$ cat src/rtl/game_timer_pkg.sv
// game_timer_pkg: shared state encoding, BCD constants and the
// MM:SS BCD increment used by the game_timer elapsed-time counter.
package game_timer_pkg;

    localparam int BCD_W = 4;

    localparam logic [BCD_W-1:0] SEC_TENS_MAX = 4'd5;
    localparam logic [BCD_W-1:0] DIGIT_MAX    = 4'd9;

    typedef enum logic [1:0] {
        IDLE  = 2'd0,
        RUN   = 2'd1,
        PAUSE = 2'd2,
        DONE  = 2'd3
    } state_t;

    typedef struct packed {
        logic [BCD_W-1:0] min_tens;
        logic [BCD_W-1:0] min_ones;
        logic [BCD_W-1:0] sec_tens;
        logic [BCD_W-1:0] sec_ones;
    } bcd_time_t;

    localparam bcd_time_t TIME_MAX = '{
        min_tens: DIGIT_MAX,
        min_ones: DIGIT_MAX,
        sec_tens: SEC_TENS_MAX,
        sec_ones: DIGIT_MAX
    };

    // min_tens never wraps: the caller stops counting at 99:59.
    function automatic bcd_time_t bcd_inc(input bcd_time_t t);
        bcd_time_t r;
        r = t;
        if (t.sec_ones != DIGIT_MAX) begin
            r.sec_ones = t.sec_ones + 4'd1;
        end else begin
            r.sec_ones = '0;
            if (t.sec_tens != SEC_TENS_MAX) begin
                r.sec_tens = t.sec_tens + 4'd1;
            end else begin
                r.sec_tens = '0;
                if (t.min_ones != DIGIT_MAX) begin
                    r.min_ones = t.min_ones + 4'd1;
                end else begin
                    r.min_ones = '0;
                    r.min_tens = t.min_tens + 4'd1;
                end
            end
        end
        return r;
    endfunction

endpackage

$ cat src/rtl/game_timer_tick_edge_sync.sv
// tick_edge_sync: multi-flop synchroniser plus history flop, emitting
// a one-cycle pulse on each rising edge of an asynchronous level.
module tick_edge_sync #(
    parameter int SYNC_STAGES = 2
) (
    input  logic clock_in,
    input  logic reset_n,
    input  logic level_in,
    output logic pulse_out
);

    logic [SYNC_STAGES-1:0] r_sync;
    logic                   r_hist;

    always_ff @(posedge clock_in or negedge reset_n) begin
        if (!reset_n) begin
            r_sync <= '0;
            r_hist <= 1'b0;
        end else begin
            r_sync <= {r_sync[SYNC_STAGES-2:0], level_in};
            r_hist <= r_sync[SYNC_STAGES-1];
        end
    end

    assign pulse_out = r_sync[SYNC_STAGES-1] & ~r_hist;

endmodule

$ cat src/rtl/game_timer.sv
// game_timer: MM:SS BCD elapsed-time counter with start/pause/clear.
// Define GAME_TIMER_LIMIT_EN to stop at LIMIT_MIN:LIMIT_SEC as well as 99:59.
module game_timer
    import game_timer_pkg::*;
#(
    parameter int SYNC_STAGES = 2,
    parameter int LIMIT_MIN   = 10,
    parameter int LIMIT_SEC   = 0
) (
    input  logic             clock_in,
    input  logic             reset_n,
    input  logic             tick_in,
    input  logic             start,
    input  logic             pause,
    input  logic             clear,
    output logic [BCD_W-1:0] sec_ones,
    output logic [BCD_W-1:0] sec_tens,
    output logic [BCD_W-1:0] min_ones,
    output logic [BCD_W-1:0] min_tens,
    output logic             running,
    output logic             time_up
);

    localparam bit LIMIT_EN =
`ifdef GAME_TIMER_LIMIT_EN
        1'b1;
`else
        1'b0;
`endif

    localparam bcd_time_t LIMIT = '{
        min_tens: BCD_W'(LIMIT_MIN / 10),
        min_ones: BCD_W'(LIMIT_MIN % 10),
        sec_tens: BCD_W'(LIMIT_SEC / 10),
        sec_ones: BCD_W'(LIMIT_SEC % 10)
    };

    localparam bit LIMIT_ZERO = LIMIT_EN && (LIMIT == '0);

    state_t    r_state;
    bcd_time_t r_time;
    logic      r_running;
    logic      r_time_up;

    state_t    w_state_nxt;
    bcd_time_t w_time_nxt;
    bcd_time_t w_inc;
    logic      w_tick;
    logic      w_stop;

    tick_edge_sync #(
        .SYNC_STAGES(SYNC_STAGES)
    ) u_tick_sync (
        .clock_in  (clock_in),
        .reset_n   (reset_n),
        .level_in  (tick_in),
        .pulse_out (w_tick)
    );

    always_comb begin
        w_state_nxt = r_state;
        w_time_nxt  = r_time;
        w_inc       = bcd_inc(r_time);
        w_stop      = (w_inc == TIME_MAX) ||
                      (LIMIT_EN && (w_inc == LIMIT));
        if (clear) begin
            w_state_nxt = IDLE;
            w_time_nxt  = '0;
        end else begin
            unique case (r_state)
                IDLE: begin
                    if (start) begin
                        w_state_nxt = LIMIT_ZERO ? DONE : RUN;
                    end
                end
                RUN: begin
                    // start overrides a simultaneous pause, so the tick survives
                    if (pause && !start) begin
                        w_state_nxt = PAUSE;
                    end else if (w_tick) begin
                        w_time_nxt = w_inc;
                        if (w_stop) begin
                            w_state_nxt = DONE;
                        end
                    end
                end
                PAUSE: begin
                    if (start) begin
                        w_state_nxt = RUN;
                    end
                end
                DONE: begin
                    w_state_nxt = DONE;
                end
                default: begin
                    w_state_nxt = IDLE;
                end
            endcase
        end
    end

    always_ff @(posedge clock_in or negedge reset_n) begin
        if (!reset_n) begin
            r_state   <= IDLE;
            r_time    <= '0;
            r_running <= 1'b0;
            r_time_up <= 1'b0;
        end else begin
            r_state   <= w_state_nxt;
            r_time    <= w_time_nxt;
            r_running <= (w_state_nxt == RUN);
            r_time_up <= (w_state_nxt == DONE);
        end
    end

    assign sec_ones = r_time.sec_ones;
    assign sec_tens = r_time.sec_tens;
    assign min_ones = r_time.min_ones;
    assign min_tens = r_time.min_tens;
    assign running  = r_running;
    assign time_up  = r_time_up;

endmodule

$ cat config.mk
export PLATFORM = sky130hd
export DESIGN_NAME = game_timer
export DESIGN_NICKNAME = d
export VERILOG_FILES = /design/src/rtl/game_timer_pkg.sv /design/src/rtl/game_timer_tick_edge_sync.sv /design/src/rtl/game_timer.sv
export SDC_FILE = /design/constraint.sdc
export NUM_CORES = 1
export LEC_CHECK = 0
export BUFFER_PORTS_ARGS = -buffer_cell sky130_fd_sc_hd__buf_2
export CORE_MARGIN = 1.5
export CORE_UTILIZATION = 58
export DETAILED_ROUTE_END_ITERATION = 7
export PLACE_DENSITY = 0.83
export SLEW_MARGIN = 20
export SYNTH_ARGS = -nofsm -noshare
export SYNTH_HDL_FRONTEND = slang
export SYNTH_SLANG_ARGS = --single-unit
$ cat constraint.sdc
create_clock -name clock_in -period 6.6 [get_ports clock_in]
set_input_delay 1.32 -clock clock_in [delete_from_list [all_inputs] [get_ports clock_in]]
set_output_delay 1.32 -clock clock_in [all_outputs]
set_load 0.005 [all_outputs]
==> impl_metrics.toml <==
[final_layout]
insertedDiodeCount = 0
drive_gt1_frac = 0.275
nets = 161
area_delta_synth_final_pct = 11.3
fill_cells = 165
multiInputGateArea_um2 = 677
seqCellArea_um2 = 576
finalNonFillerCells = 180

[global_routing]
antenna_found_initial = 0
grt_pass1_vias = 1038
grt_max_degree = 24
track_usage = 0.218
overflow = 0
grt_pass1_wl_um = 4260

[sta]
whs_ns = 0.362
fin_tns_setup_ns = 0
fin_skew_ns = 0.00547
max_freq_mhz = 336
hold_viol_final = 0
slew_viol_final = 0
setup_violations = 0
relSlewSlack = 0.285
rsz0062_at_grt = "no"
period_needed_ns = 2.98
post-route-period-util = 0.451
worst_pin_slew_ns = 1.07

[power_and_ir_drop]
seqPwrFrac = 0.653
powerDensity_nw_per_um2 = 153
p_sw_uw = 51.7
leakagePower_uw = 0.000696
power_frac_comb = 0.054
internal-power_uw = 170
vdd_ir_drop_max_uv = 145
sw_frac_of_total = 0.233
clockPowerShare = 0.293

[clocking]
post_cts_resized = 0
clk_pin_slew_ns = 0.12
clock_latency_ns = 0.32
post_cts_buffers = 0
h-tree-depth = 1
cts-root-buf = "clkbuf_4"
ctsHoldBuffers = 0
cts_tree = "done"
cts_inserted_buffers = 3
clock_sinks = 23
clockBufferDepth = 2

[setup_path]
critPathCaptureType = "flip-flop"
cp-start-kind = "input port"
cp_top_family = "simple AND/OR/NAND/NOR gates"
path_class = "in -> reg"
crit_fanout = 14
reg2reg_from = "r_state[0]$_DFF_PN0_"
cp_num_buf_inv = 1
reg2regPathDepth = 5
reg2reg_slack_ns = 4.21
crit_arrival_ns = 3.23
r2r_end = "sec_ones[1]$_DFFE_PN0P_"
path_cells = "buf_2, nor2b_1, nor4b_2, nand2_1, or3_2, a21oi_1"
cp_slowest_cell = "nor4b_2"
slowest_delay_ns = 0.88
required_ns = 6.85

[hold_path]
holdPathEnd = "u_tick_sync.r_sync[1]$_DFF_PN0_"
hold_depth = 0
hp-start = "u_tick_sync.r_sync[0]$_DFF_PN0_"
min_path_type = "reg -> reg"

[logic_synthesis]
ys_ff_latch = 23
syn_area_um2 = 1300
syn_avg_cell_area_um2 = 9.85
ys.flop_type = "dfrtp_1"
yosys_warnings = 0
ys_types = 43
ys_seq_area_frac = 0.443
syn_nets = 139
synth_async_sr_flop_share = 1.00
netlist_instances = 132
synth_edf_count = 0

[status]
status = "completed"

[die]
die_area_um2 = 2530
die_w_um = 50.3
core_um2 = 2040
rows = 16
ioPinCount = 24
die_h_um = 50.3
start_util = 0.637

[detailed_routing]
drt.antenna.violating_nets = 0
vias = 1041
wl_per_cell_um = 13.3
drt_iter0_markers = 17
routed_wl_um = 2400
vias_per_cell = 5.78
drc = 0
dr.pass1.iters = 4

[place]
dpl.hpwl_um = 1770
dp.cells = 176
io_buffers = 23
gp_congestion = 0.847

[job]
cap_violations = 0
## cells by family after synthesis
| kind of cell | count (synthesis) | share of synthesized area |
|---|---|---|
| muxes | 4 | 0.0346 |
| adders and majority gates | 1 | 0.00962 |
| xor gates and xnor gates | 10 | 0.0674 |
| buffers and inverters | 11 | 0.0414 |
| AOI/OAI and AO/OA | 22 | 0.116 |
| DFF | 23 | 0.443 |
| and+or+nand+nor | 61 | 0.289 |
## cell usage after synthesis, drive strengths merged, types with 4 or more instances
master | n | area, µm²
nor2b | 4 | 25.0
xor2 | 4 | 35.0
nor2 | 17 | 63.8
o21ai | 4 | 20.0
dfrtp | 23 | 576
and2b | 4 | 32.5
inv | 5 | 18.8
nand3 | 5 | 25.0
a21oi | 8 | 40.0
xnor2 | 6 | 52.6
nand2 | 8 | 30.0
## area by class of cell
type,count,area share
Multi-Input combinational cell,98,0.468
Sequential cell,23,0.398
Timing Repair Buffer,23,0.0796
Tap cell,27,0.0234
Clock buffer,4,0.0182
Inverter,5,0.0130
## worst max path at each step
| stage | startpoint | end | depth (start not counted) | slack (ns) |
|---|---|---|---|---|
| detailed placement | pause | sec_ones[1]$_DFFE_PN0P_ | 6 | 3.27 |
| global route | pause | sec_ones[1]$_DFFE_PN0P_ | 6 | 3.50 |
| floorplan | pause | min_tens[2]$_DFFE_PN0P_ | 6 | 3.89 |
| finish | pause | sec_ones[1]$_DFFE_PN0P_ | 6 | 3.62 |
| CTS | pause | sec_ones[1]$_DFFE_PN0P_ | 6 | 3.64 |
| global placement | pause | sec_ones[1]$_DFFE_PN0P_ | 6 | 3.33 |
## layer usage
layer | global-route usage | vias up | routed length (µm) | share of wire
met5 | 0 | - | 0 | 0
li1 | - | 505 | - | -
met4 | 0.0946 | 0 | 35 | 0.015
met3 | 0.0387 | 5 | 93 | 0.039
met1 | 0.259 | 507 | 1060 | 0.44
met2 | 0.384 | 24 | 1210 | 0.50
## power groups by stage
| stage | clock network (µW) | registers, µW | logic [µW] |
|---|---|---|---|
| CTS | 65.7 | 145 | 12.4 |
| detailed placement | 0 | 148 | 12.4 |
| global route | 72.0 | 145 | 14.0 |
| global placement | 0 | 147 | 11.9 |
| finish | 64.9 | 145 | 12.1 |
| floorplan | 0 | 147 | 6.80 |
## cell usage in the layout, fill, tap and decap left out, drive strengths merged, types with 3 or more instances in the layout
cell type / n
clkbuf: 4
a21oi: 8
mux2i: 3
nand3: 5
nand2: 8
dfrtp: 23
nor2b: 4
nand2b: 3
inv: 5
o21ai: 4
nor2: 17
xnor2: 6
and2b: 4
nand4: 3
buf: 23
xor2: 4
## flip-flops by register name, summed over array words and instances, names as in the netlist
signal and count:
u_tick_sync.r_sync 2, running 1, r_state 2, min_ones 4, sec_tens 4, sec_ones 4, time_up 1, min_tens 4
u_tick_sync.r_hist 1
## metrics by stage
stage | area, µm² | setup slack, ns | total power, µW | utilization
after floorplan | 1300 | 3.89 | 154 | -
after global routing | 1450 | 3.50 | 231 | 0.708
after CTS | 1450 | 3.64 | 223 | 0.708
after global placement | 1420 | 3.33 | 159 | 0.695
final | 1450 | 3.62 | 222 | 0.708
after detailed placement | 1420 | 3.27 | 160 | 0.695
No activity file was read; power rests on OpenSTA's default activity.
